--- config.mk ---
export PLATFORM = sky130hd
export DESIGN_NAME = uart_tx_stream
export DESIGN_NICKNAME = d
export VERILOG_FILES = /design/src/rtl/uart_tx_stream.sv
export SDC_FILE = /design/constraint.sdc
export NUM_CORES = 1
export LEC_CHECK = 0
export BUFFER_PORTS_ARGS = -buffer_cell sky130_fd_sc_hd__buf_2
export CORE_UTILIZATION = 40
export CTS_CLUSTER_DIAMETER = 80
export CTS_CLUSTER_SIZE = 8
export DETAILED_ROUTE_END_ITERATION = 10
export SLEW_MARGIN = 20
export SYNTH_ARGS = -nofsm -noshare
export SYNTH_HDL_FRONTEND = slang
export SYNTH_SLANG_ARGS = --single-unit
--- constraint.sdc ---
create_clock -name clk -period 8.6 [get_ports clk]
set_input_delay 2.15 -clock clk [delete_from_list [all_inputs] [get_ports clk]]
set_output_delay 2.15 -clock clk [all_outputs]
set_load 0.01 [all_outputs]
--- src/rtl/uart_tx_stream.sv ---
// UART transmitter fed by a circular FIFO.
// Frames: start, LSB-first data, optional parity, 1 or 2 stop bits.
module uart_tx_stream #(
  parameter int DATA_WIDTH  = 8,
  parameter int FIFO_DEPTH  = 16,
  parameter int CLK_FREQ_HZ = 125000000,
  parameter int BAUDRATE    = 9600,
  parameter int PARITY_EN   = 0,
  parameter int PARITY_ODD  = 0,
  parameter int STOP_BITS   = 1
) (
  input  logic                          clk,
  input  logic                          rst,
  input  logic                          s_valid,
  output logic                          s_ready,
  input  logic [DATA_WIDTH-1:0]         s_data,
  output logic                          tx,
  output logic                          tx_busy,
  output logic                          frame_done,
  output logic [$clog2(FIFO_DEPTH):0]   fifo_level
);

  localparam int DIV = CLK_FREQ_HZ / BAUDRATE;
  localparam int AW  = $clog2(FIFO_DEPTH);
  localparam int LW  = AW + 1;
  localparam int CW  = $clog2(DIV);
  localparam int BW  = $clog2(DATA_WIDTH);
  localparam logic ODD = (PARITY_ODD != 0);
  localparam logic PAR = (PARITY_EN != 0);

  typedef enum logic [2:0] {
    IDLE,
    START,
    DATA,
    PARITY,
    STOP
  } state_t;

  logic [DATA_WIDTH-1:0] mem [FIFO_DEPTH];
  logic [AW-1:0]         wr_ptr;
  logic [AW-1:0]         rd_ptr;
  logic [LW-1:0]         level;
  logic                  ready_en;
  state_t                state;
  logic [CW-1:0]         baud_cnt;
  logic [BW-1:0]         bit_cnt;
  logic [DATA_WIDTH-1:0] shift;
  logic                  parity;
  logic [DATA_WIDTH-1:0] head;
  logic                  push;
  logic                  pop;
  logic                  fifo_empty;
  logic                  baud_done;
  logic                  stop_done;
  logic                  data_done;

  assign fifo_level = level;
  assign fifo_empty = (level == '0);
  assign s_ready    = ready_en && (level != LW'(FIFO_DEPTH));
  assign push       = s_valid && s_ready;
  assign head       = mem[rd_ptr];
  assign baud_done  = (baud_cnt == CW'(DIV - 1));
  assign stop_done  = (bit_cnt == BW'(STOP_BITS - 1));
  assign data_done  = (bit_cnt == BW'(DATA_WIDTH - 1));
  // The FSM takes a word when idle, or at the very end of the last
  // stop bit so the next start bit follows with no gap.
  assign pop = !fifo_empty &&
               ((state == IDLE) ||
                (state == STOP && baud_done && stop_done));

  // Storage array: written at the tail on every accepted word.
  always_ff @(posedge clk) begin
    if (push) begin
      mem[wr_ptr] <= s_data;
    end
  end

  // Pointers and occupancy; ready_en holds s_ready low until the
  // first edge after reset is released.
  always_ff @(posedge clk or posedge rst) begin
    if (rst) begin
      wr_ptr   <= '0;
      rd_ptr   <= '0;
      level    <= '0;
      ready_en <= 1'b0;
    end else begin
      ready_en <= 1'b1;
      if (push) begin
        wr_ptr <= wr_ptr + AW'(1);
      end
      if (pop) begin
        rd_ptr <= rd_ptr + AW'(1);
      end
      unique case ({push, pop})
        2'b10:   level <= level + LW'(1);
        2'b01:   level <= level - LW'(1);
        default: level <= level;
      endcase
    end
  end

  // Frame sequencer; every bit lasts DIV cycles of baud_cnt.
  always_ff @(posedge clk or posedge rst) begin
    if (rst) begin
      state      <= IDLE;
      tx         <= 1'b1;
      tx_busy    <= 1'b0;
      frame_done <= 1'b0;
      baud_cnt   <= '0;
      bit_cnt    <= '0;
      shift      <= '0;
      parity     <= 1'b0;
    end else begin
      frame_done <= 1'b0;
      unique case (state)
        IDLE: begin
          baud_cnt <= '0;
          bit_cnt  <= '0;
          if (pop) begin
            shift   <= head;
            parity  <= (^head) ^ ODD;
            state   <= START;
            tx      <= 1'b0;
            tx_busy <= 1'b1;
          end
        end
        START: begin
          if (baud_done) begin
            baud_cnt <= '0;
            bit_cnt  <= '0;
            tx       <= shift[0];
            shift    <= shift >> 1;
            state    <= DATA;
          end else begin
            baud_cnt <= baud_cnt + CW'(1);
          end
        end
        DATA: begin
          if (baud_done) begin
            baud_cnt <= '0;
            if (data_done) begin
              bit_cnt <= '0;
              if (PAR) begin
                tx    <= parity;
                state <= PARITY;
              end else begin
                tx    <= 1'b1;
                state <= STOP;
              end
            end else begin
              bit_cnt <= bit_cnt + BW'(1);
              tx      <= shift[0];
              shift   <= shift >> 1;
            end
          end else begin
            baud_cnt <= baud_cnt + CW'(1);
          end
        end
        PARITY: begin
          if (baud_done) begin
            baud_cnt <= '0;
            bit_cnt  <= '0;
            tx       <= 1'b1;
            state    <= STOP;
          end else begin
            baud_cnt <= baud_cnt + CW'(1);
          end
        end
        STOP: begin
          if (baud_done) begin
            baud_cnt <= '0;
            bit_cnt  <= '0;
            if (stop_done) begin
              frame_done <= 1'b1;
              if (pop) begin
                shift  <= head;
                parity <= (^head) ^ ODD;
                tx     <= 1'b0;
                state  <= START;
              end else begin
                tx      <= 1'b1;
                tx_busy <= 1'b0;
                state   <= IDLE;
              end
            end else begin
              bit_cnt <= bit_cnt + BW'(1);
            end
          end else begin
            baud_cnt <= baud_cnt + CW'(1);
          end
        end
        default: begin
          state   <= IDLE;
          tx      <= 1'b1;
          tx_busy <= 1'b0;
        end
      endcase
    end
  end

endmodule

==> results.txt, run 1 <==
Row cnt: 50
Non-Filler Instances: 812
Worst Tran Pin Value: 0.9526 ns
Pwr per Cell Area: 225.2 mW/mm2
CP required: 6.45 ns
CP cell instances: or4_1, o21a_1, buf_2
Slowest stage delay, CP: 0.66 ns
RSZ-0062 raised after global routing: false
CP max FO: 6
Area share of the largest cell type after synthesis: 50.48%
Total gr overflow: 0
CTS sink cnt: 173
Worst Hold Path EP: baud_cnt[13]
Fillers: 1662
CP arrival: 1.86 ns
Hold path cells: 1
Clk buf depth: 2
CP max stage cell: or4_1
CTS tree: built
Seq cells post-synth: 173
Boundary pin count: 20
Diodes inserted: 0
Synth area leader: edfxtp_1
Detailed placement HPWL: 10.46 mm
Worst flop-to-flop path startpoint: state[0]
Post-synthesis cell count: 552
Drt via density: 5.541
Core area: 0.01871 mm2
Via Count: 4499
Worst Hold Class: reg -> reg
Final nets: 590
Setup slack after layout: 4.586 ns
Max-cap violations: 0
Total Wirelength: 15.87 mm
CP Capture Type: output pin
Top FF cell, synth: edfxtp_1
Seq/Total Area, Yosys: 65.29%
Synth cell types: 55
Slew margin rel.: 36.40%
Hold Crit Start: baud_cnt[13]
Buf/Inv on CP: 1
DIE AREA: 0.01959 mm2
Placement Setup Slack: 4.405 ns
Worst-path clk slew: 0.07 ns
Total power: 1.912 mW
TNS Setup: 0 ns
Largest net degree at the start of global routing: 46
Inst Count DP: 780
Synth Net Count: 577
Synth Area per Inst: 13.79 um2
Synthesized cell area: 0.007614 mm2
Worst vdd ir: 133.3 uV
Commonest non-fill, non-tap cell in the layout: edfxtp_1
First-pass GRT wire length: 25.41 mm
Die W: 140.0 um
IO Port Bufs: 19
Max Slew Vio Count: 0
Fin crit share: 46.68%
# H-tree levels: 4
Setup bufs post-CTS: 0
Final setup skew: 0.009786 ns
Status: completed
Number of global-route vias before repair: 4568
Util after Layout: 45.39%
# setup viols final: 0
Worst-skew pair later-pin latency: 0.43 ns
Commonest cells after routing, fill and taps aside: 128 x edfxtp_1, 64 x mux2i_1, 43 x dfrtp_1
Die Height: 140.0 um
DRT iter0 DRCs: 306
Final hold vios: 0
CP top delay family: simple AND/OR/NAND/NOR gates
All-Layer GR Usage: 17.30%
Startpoint types: flip-flop
Number of routed nets with antenna violations: 0
Reg2reg end: fifo_level[4]
Post-synth EDFFs: 128
Ys Warns: 0
R2R cell count: 11
Initial Util: 40.70%
Min Tclk post-route: 4.014 ns
Routability congestion estimate: 0.8476
Initial antenna violation count: 0
Fmax: 249.1 MHz
Avg WL per Cell: 19.55 um
Layout cells sized above 1: 12.63%
CTS Root Cell: clkbuf_16
Leak: 2.827 nW
DR pass1 iterations: 5
Drt drc: 0
Synth area leaders: edfxtp_1 50%, dfrtp_1 14%, mux2i_1 8.4%
Area delta synth->final: 11.52%
CTS buffer count: 17
Async S/R FF share, synth: 26.01%
Reg-to-reg slack, setup: 4.95 ns
Cts hold-fix bufs: 0
Cells resized by post-CTS repair: 0
Kind of critical path: reg -> out
-- cell families (layout without fill, tap and decap cells) --
group / count (synthesis) / count (layout) / share of synthesized area (%)
buffers and inverters: 43 / 69 / 2.268
XOR/XNOR: 20 / 20 / 2.301
adder cells (fa/ha/maj): 14 / 14 / 2.399
multiplexers: 69 / 69 / 9.154
AO/OA/AOI/OAI: 95 / 95 / 8.907
other: 1 / 1 / 0.04925
AND/OR/NAND/NOR: 137 / 137 / 9.630
flip-flops: 173 / 173 / 65.29
-- synthesized netlist by cell type (3+ instances only) --
master      n
clkbuf_1   17
and2_1     19
ha_1       13
a32oi_1     8
o21ai_0    17
nor4_1      3
xor2_1     10
nor2_1     36
nor3b_1     5
a21oi_1    14
buf_2       3
edfxtp_1  128
buf_1       7
nand2_1    16
xnor2_1    10
a22oi_1    30
mux2_2      5
nand4_1     6
nand3_1    16
nor2b_1     8
mux2i_1    64
dfrtp_1    44
nor3_1     11
inv_1      15
a31oi_1     7
-- report_power, final --
group	internal, mW	leakage [nW]	switching (mW)
combinational	0.0580	0.834	0.104
sequential	0.950	1.71	0.0358
clock	0.432	0.280	0.332
-- sequential cells by signal, indices dropped and copies added (netlist names) --
name and count:
wr_ptr 4, shift 8, state 3, rd_ptr 4, ready_en 1, mem 128
baud_cnt 14, fifo_level 5, tx 1, tx_busy 1, frame_done 1, bit_cnt 3
-- stage by stage --
stage	hold WS, ns	instance area (um2)
global placement	0.4635	7909
finish	0.5150	8491
CTS	0.5098	8491
detailed placement	0.4942	7909
floorplan	0.4413	7614
global route	0.5325	8491
-- routing by layer --
metal	track usage, %	routed length, um
met3	4.786	827
met5	0	0
met4	5.437	231
met2	26.00	7183
met1	24.32	7629
-- worst max path at each step --
stage | to | start | slack, ns | cells past startpoint
finish | s_ready | fifo_level[1] | 4.59 | 3
global route | s_ready | fifo_level[1] | 4.50 | 3
CTS | s_ready | fifo_level[1] | 4.57 | 3
detailed placement | fifo_level[4] | s_valid | 4.41 | 11
global placement | fifo_level[4] | s_valid | 4.47 | 11
floorplan | fifo_level[4] | s_valid | 4.66 | 11
-- final cells by class --
class,instances,area [um2],area share (%)
Clock buffer,17,425.4,5.010
Clock inverter,15,156.4,1.842
Inverter,15,56.30,0.6631
Multi-Input combinational cell,336,2470,29.09
Sequential cell,173,4972,58.56
Tap cell,234,292.8,3.448
Timing Repair Buffer,22,117.6,1.385
Power figures use the tool's default switching activity.
==> inputs of run 2 (changes only) <==
==> constraint.sdc (replaced) <==
create_clock -name clk -period 3.8 [get_ports clk]
set_input_delay 0.95 -clock clk [delete_from_list [all_inputs] [get_ports clk]]
set_output_delay 0.95 -clock clk [all_outputs]
set_load 0.01 [all_outputs]
==> results.txt, run 2 (synthesized netlist as in run 1, its figures left out) <==
Cts hold-fix bufs: 0 (unchanged)
Detailed placement HPWL: 10.49 mm (was 10.46 mm)
DRT iter0 DRCs: 388 (was 306)
CP arrival: 3.85 ns (was 1.86 ns)
Row cnt: 50 (unchanged)
Slowest stage delay, CP: 0.57 ns (was 0.66 ns)
IO Port Bufs: 19 (unchanged)
# H-tree levels: 4 (unchanged)
Kind of critical path: reg -> reg (was reg -> out)
Max reg flops: 128 (unchanged)
CP max FO: 5 (was 6)
DIE AREA: 0.01959 mm2 (unchanged)
Fillers: 1652 (was 1662)
Worst Hold Class: reg -> reg (unchanged)
Diodes inserted: 0 (unchanged)
CTS sink cnt: 173 (unchanged)
Avg WL per Cell: 19.77 um (was 19.55 um)
Slew margin rel.: 38.75% (was 36.40%)
Core area: 0.01871 mm2 (unchanged)
Clk buf depth: 2 (unchanged)
Final nets: 597 (was 590)
Leak: 2.867 nW (was 2.827 nW)
CP top delay family: simple AND/OR/NAND/NOR gates (unchanged)
TNS Setup: 0 ns (unchanged)
Via Count: 4630 (was 4499)
CTS Root Cell: clkbuf_16 (unchanged)
Setup slack after layout: 0.3022 ns (was 4.586 ns)
Die Height: 140.0 um (unchanged)
First-pass GRT wire length: 25.56 mm (was 25.41 mm)
Non-Filler Instances: 819 (was 812)
Cells resized by post-CTS repair: 0 (unchanged)
Number of routed nets with antenna violations: 0 (unchanged)
Final setup skew: 0.01038 ns (was 0.009786 ns)
DR pass1 iterations: 5 (unchanged)
Buf/Inv on CP: 1 (unchanged)
# setup viols final: 0 (unchanged)
Worst Tran Pin Value: 0.9168 ns (was 0.9526 ns)
Area delta synth->final: 12.21% (was 11.52%)
Number of global-route vias before repair: 4563 (was 4568)
Total Wirelength: 16.19 mm (was 15.87 mm)
CTS tree: built (unchanged)
Combinational fraction of design power: 8.5% (about the same)
Drt via density: 5.653 (was 5.541)
All-Layer GR Usage: 17.45% (was 17.30%)
Initial Util: 40.70% (unchanged)
Max Slew Vio Count: 0 (unchanged)
Pint: 3.209 mW (was 1.440 mW)
Min Tclk post-route: 3.498 ns
Placement Setup Slack: 0.3067 ns (was 4.405 ns)
Pwr per Cell Area: 504.2 mW/mm2 (was 225.2 mW/mm2)
Commonest non-fill, non-tap cell in the layout: edfxtp_1 (unchanged)
Startpoint types: flip-flop (unchanged)
Sequential share of power: 51.7% (was 51.6%)
Worst-skew pair later-pin latency: 0.43 ns (about the same)
CP cell instances: or4b_4, or4_4, a21oi_2, ha_1, inv_1, fa_1, nor2b_1, o21ai_0, and3_1, nor3_1, xnor2_1 (was or4_1, o21a_1, buf_2)
Sw power: 1.098 mW (was 472.1 uW)
CP max stage cell: or4b_4 (was or4_1)
RSZ-0062 raised after global routing: false (unchanged)
Biggest register: mem (unchanged)
Commonest cells after routing, fill and taps aside: 128 x edfxtp_1, 64 x mux2i_1, 43 x dfrtp_1 (unchanged)
Worst vdd ir: 331.7 uV (was 133.3 uV)
Total gr overflow: 0 (unchanged)
Layout cells sized above 1: 13.85% (was 12.63%)
Die W: 140.0 um (unchanged)
Max-cap violations: 0 (unchanged)
Status: completed (unchanged)
Largest net degree at the start of global routing: 46 (unchanged)
Setup bufs post-CTS: 0 (unchanged)
Inst Count DP: 787 (was 780)
Initial antenna violation count: 0 (unchanged)
CP required: 4.15 ns (was 6.45 ns)
Fin crit share: 92.05%
Drt drc: 0 (unchanged)
Top flop regs: mem: 128 flops, baud_cnt: 14 flops, shift: 8 flops (unchanged)
Final hold vios: 0 (unchanged)
Util after Layout: 45.67% (was 45.39%)
Clock power share: 39.8% (was 39.9%)
Worst-path clk slew: 0.07 ns (about the same)
Routability congestion estimate: 0.8551 (was 0.8476)
CTS buffer count: 17 (unchanged)
Boundary pin count: 20 (unchanged)
CP Capture Type: flip-flop (was output pin)
Fmax: 285.9 MHz
Total power: 4.307 mW (was 1.912 mW)
Sw frac: 25.48% (was 24.69%)
## run 2: cell count changes in the layout (fill, tap and decap cells not counted)
cell | previous run | this run
inv_6 | 5 | 2
inv_2 | 1 | 0
buf_4 | 3 | 10
inv_8 | 1 | 5
clkinv_1 | 1 | 0
clkinvlp_4 | 3 | 2
clkinv_4 | 0 | 3
bufinv_16 | 2 | 1
## run 2: per-layer routing
metal,routed length (um),track usage (%),up-vias
met5,0,0.5013,-
met2,7788,27.71,152
met1,7355,23.61,2336
li1,-,-,2131
met4,85,4.164,0
met3,958,4.957,11
## run 2: final cells by class
type	count	area (um2)	area share, %
repair buffers	29	170.2	1.992
inverters	15	57.56	0.6737
clock inverters	15	155.1	1.816
well taps	234	292.8	3.427
clock buffers	17	425.4	4.979
flip-flops and latches	173	4972	58.20
multi-input cells	336	2470	28.91
## run 2: through the flow
step / hold WS, ns / cell area [um2]
2_1_floorplan: 0.4413 / 7614
3_3_place_gp: 0.4772 / 7961
3_5_place_dp: 0.4799 / 7961
4_1_cts: 0.4955 / 8542
5_1_grt: 0.5273 / 8543
6_report: 0.5012 / 8543
## run 2: power by group through the flow
stage / clock network (mW) / logic (mW) / registers (mW)
2_1_floorplan: 0 / 0.215 / 2.26
3_3_place_gp: 0 / 0.352 / 2.26
3_5_place_dp: 0 / 0.367 / 2.26
4_1_cts: 1.74 / 0.367 / 2.23
5_1_grt: 1.82 / 0.406 / 2.24
6_report: 1.71 / 0.365 / 2.23
## run 2: final timing paths
kind	cells past startpoint	start	slack [ns]	endpoint
min	1	baud_cnt[13]	0.50	baud_cnt[13]
max reg2reg	11	baud_cnt[5]	0.30	fifo_level[4]
max in group asynchronous	2	rst	2.63	rd_ptr[1]
min reg2reg	1	baud_cnt[13]	0.50	baud_cnt[13]
min in group asynchronous	2	rst	0.65	state[2]
max	11	baud_cnt[5]	0.30	fifo_level[4]
==> inputs of run 3 (changes only) <==
--- a/config.mk
+++ b/config.mk
@@ -6,10 +6,11 @@
 export NUM_CORES = 1
 export LEC_CHECK = 0
 export BUFFER_PORTS_ARGS = -buffer_cell sky130_fd_sc_hd__buf_2
-export CORE_UTILIZATION = 40
+export CORE_UTILIZATION = 62
 export CTS_CLUSTER_DIAMETER = 80
 export CTS_CLUSTER_SIZE = 8
 export DETAILED_ROUTE_END_ITERATION = 10
+export PLACE_DENSITY = 0.79
 export SLEW_MARGIN = 20
 export SYNTH_ARGS = -nofsm -noshare
 export SYNTH_HDL_FRONTEND = slang
==> results.txt, run 3 (synthesized netlist as in run 1, its figures left out) <==
Status: completed (unchanged)
Worst-skew pair later-pin latency: 0.43 ns (about the same)
Reg-to-reg slack, setup: 0.32 ns (was 0.30 ns)
Drt via density: 6.395 (was 5.653)
TNS Setup: 0 ns (unchanged)
Largest net degree at the start of global routing: 46 (unchanged)
Boundary pin count: 20 (unchanged)
CP max stage cell: or4b_4 (unchanged)
Detailed placement HPWL: 10.26 mm (was 10.49 mm)
First-pass GRT wire length: 24.85 mm (was 25.56 mm)
Die Height: 112.8 um (was 140.0 um)
Placement Setup Slack: 0.3376 ns (was 0.3067 ns)
Worst flop-to-flop path startpoint: baud_cnt[5] (unchanged)
Max Slew Vio Count: 0 (unchanged)
Fin area: 0.008397 mm2 (was 0.008543 mm2)
IO Port Bufs: 19 (unchanged)
Cells resized by post-CTS repair: 0 (unchanged)
Max reg flops: 128 (unchanged)
Worst vdd ir: 689.8 uV (was 331.7 uV)
Drt drc: 0 (unchanged)
Max-cap violations: 0 (unchanged)
Hold path cells: 1 (unchanged)
Commonest cells after routing, fill and taps aside: 128 x edfxtp_1, 64 x mux2i_1, 43 x dfrtp_1 (unchanged)
Reg2reg end: fifo_level[4] (unchanged)
Row cnt: 40 (was 50)
CTS Root Cell: clkbuf_16 (unchanged)
Commonest non-fill, non-tap cell in the layout: edfxtp_1 (unchanged)
CP required: 4.15 ns (about the same)
CTS buffer count: 17 (unchanged)
Util after Layout: 69.91% (was 45.67%)
Worst Hold Class: reg -> reg (unchanged)
Die W: 112.8 um (was 140.0 um)
Setup bufs post-CTS: 0 (unchanged)
CP max FO: 5 (unchanged)
# H-tree levels: 4 (unchanged)
Routability congestion estimate: 0.8889 (was 0.8551)
Worst Tran Pin Value: 0.9453 ns (was 0.9168 ns)
Initial antenna violation count: 0 (unchanged)
Slowest stage delay, CP: 0.57 ns (about the same)
Number of routed nets with antenna violations: 0 (unchanged)
Total gr overflow: 0 (unchanged)
Worst Setup SP: baud_cnt[5] (unchanged)
Total Wirelength: 15.87 mm (was 16.19 mm)
DR pass1 iterations: 6 (was 5)
Worst-path clk slew: 0.07 ns (about the same)
Core area: 0.01201 mm2 (was 0.01871 mm2)
Final hold vios: 0 (unchanged)
Via Count: 4662 (was 4630)
CP cell instances: or4b_4, or4_4, a21oi_2, ha_1, inv_1, fa_1, nor2b_1, o21ai_0, and3_1, nor3_1, xnor2_1 (unchanged)
Clk buf depth: 2 (unchanged)
Dpl cell area: 0.007830 mm2 (was 0.007961 mm2)
CTS tree: built (unchanged)
# setup viols final: 0 (unchanged)
CTS sink cnt: 173 (unchanged)
Pwr per Cell Area: 506.9 mW/mm2 (was 504.2 mW/mm2)
Leak: 2.839 nW (was 2.867 nW)
Final setup skew: 0.01183 ns (was 0.01038 ns)
Cts hold-fix bufs: 0 (unchanged)
Startpoint types: flip-flop (unchanged)
Total power: 4.257 mW (was 4.307 mW)
Area delta synth->final: 10.29% (was 12.21%)
Hold Crit Start: baud_cnt[13] (unchanged)
Worst Hold Path EP: baud_cnt[13] (unchanged)
Fmax: 287.0 MHz (was 285.9 MHz)
Initial Util: 63.39% (was 40.70%)
Top flop regs: mem: 128 flops, baud_cnt: 14 flops, shift: 8 flops (unchanged)
Layout cells sized above 1: 13.06% (was 13.85%)
Grt met2 use: 43.83% (was 27.71%)
RSZ-0062 raised after global routing: false (unchanged)
DIE AREA: 0.01273 mm2 (was 0.01959 mm2)
Global routing's busiest layer: met2 (unchanged)
Diodes inserted: 0 (unchanged)
Slew margin rel.: 36.85% (was 38.75%)
Avg WL per Cell: 21.77 um (was 19.77 um)
DRT iter0 DRCs: 507 (was 388)
All-Layer GR Usage: 26.81% (was 17.45%)
CP arrival: 3.83 ns (was 3.85 ns)
Biggest register: mem (unchanged)
R2R cell count: 11 (unchanged)
Min Tclk post-route: 3.485 ns (was 3.498 ns)
GRT met3 Usage: 6.320% (was 4.957%)
CP Capture Type: flip-flop (unchanged)
Met1 GRT Util: 34.65% (was 23.61%)
Kind of critical path: reg -> reg (unchanged)
Setup slack after layout: 0.3153 ns (was 0.3022 ns)
Number of global-route vias before repair: 4631 (was 4563)
Final nets: 594 (was 597)
Fin crit share: 91.70% (was 92.05%)
[run 3: changes by cell type in the layout (fill, tap and decap cells not counted), sizes merged]
cell    previous run  this run
clkinv             6         8
clkbuf            17        18
buf               29        26
inv               21        18
[run 3: report_power, final]
group / internal (mW) / switching (mW)
clock network: 0.915 / 0.738
logic: 0.133 / 0.243
registers: 2.15 / 0.0762
[run 3: worst max-delay path: cells and delay by family, from the launching register on]
family | cells | cell delay, ns
AND/OR/NAND/NOR | 5 | 1.61
XOR/XNOR | 1 | 0.14
adder cells (fa/ha/maj) | 2 | 0.71
buffers and inverters | 1 | 0.10
AO/OA/AOI/OAI | 2 | 0.41
flip-flops | 1 | 0.43
[run 3: how the worst max path moves through the flow]
| stage | to | slack (ns) | cells after the start |
|---|---|---|---|
| 2_1_floorplan | fifo_level[4] | 0.65 | 11 |
| 3_3_place_gp | fifo_level[4] | 0.48 | 11 |
| 3_5_place_dp | fifo_level[4] | 0.34 | 11 |
| 4_1_cts | fifo_level[4] | 0.32 | 11 |
| 5_1_grt | fifo_level[4] | 0.08 | 11 |
| 6_report | fifo_level[4] | 0.32 | 11 |
[run 3: per-layer routing]
| metal | share of wire, % | vias up |
|---|---|---|
| li1 | - | 2125 |
| met1 | 41 | 2328 |
| met2 | 49 | 177 |
| met3 | 7.3 | 32 |
| met4 | 2.6 | 0 |
| met5 | 0 | - |
[run 3: cell type report]
type	instances	area [um2]
clock buffer	18	429.2
clock inverter	14	136.4
fill	789	3615
inverter	15	57.56
multi-input combinational	336	2470
sequential	173	4972
tap	147	183.9
timing repair buffer	26	147.6
[run 3: stage by stage]
stage,hold WS [ns],instances
floorplan,0.4413,552
global placement,0.4725,697
detailed placement,0.4818,697
CTS,0.5033,729
global route,0.5222,729
finish,0.5103,729
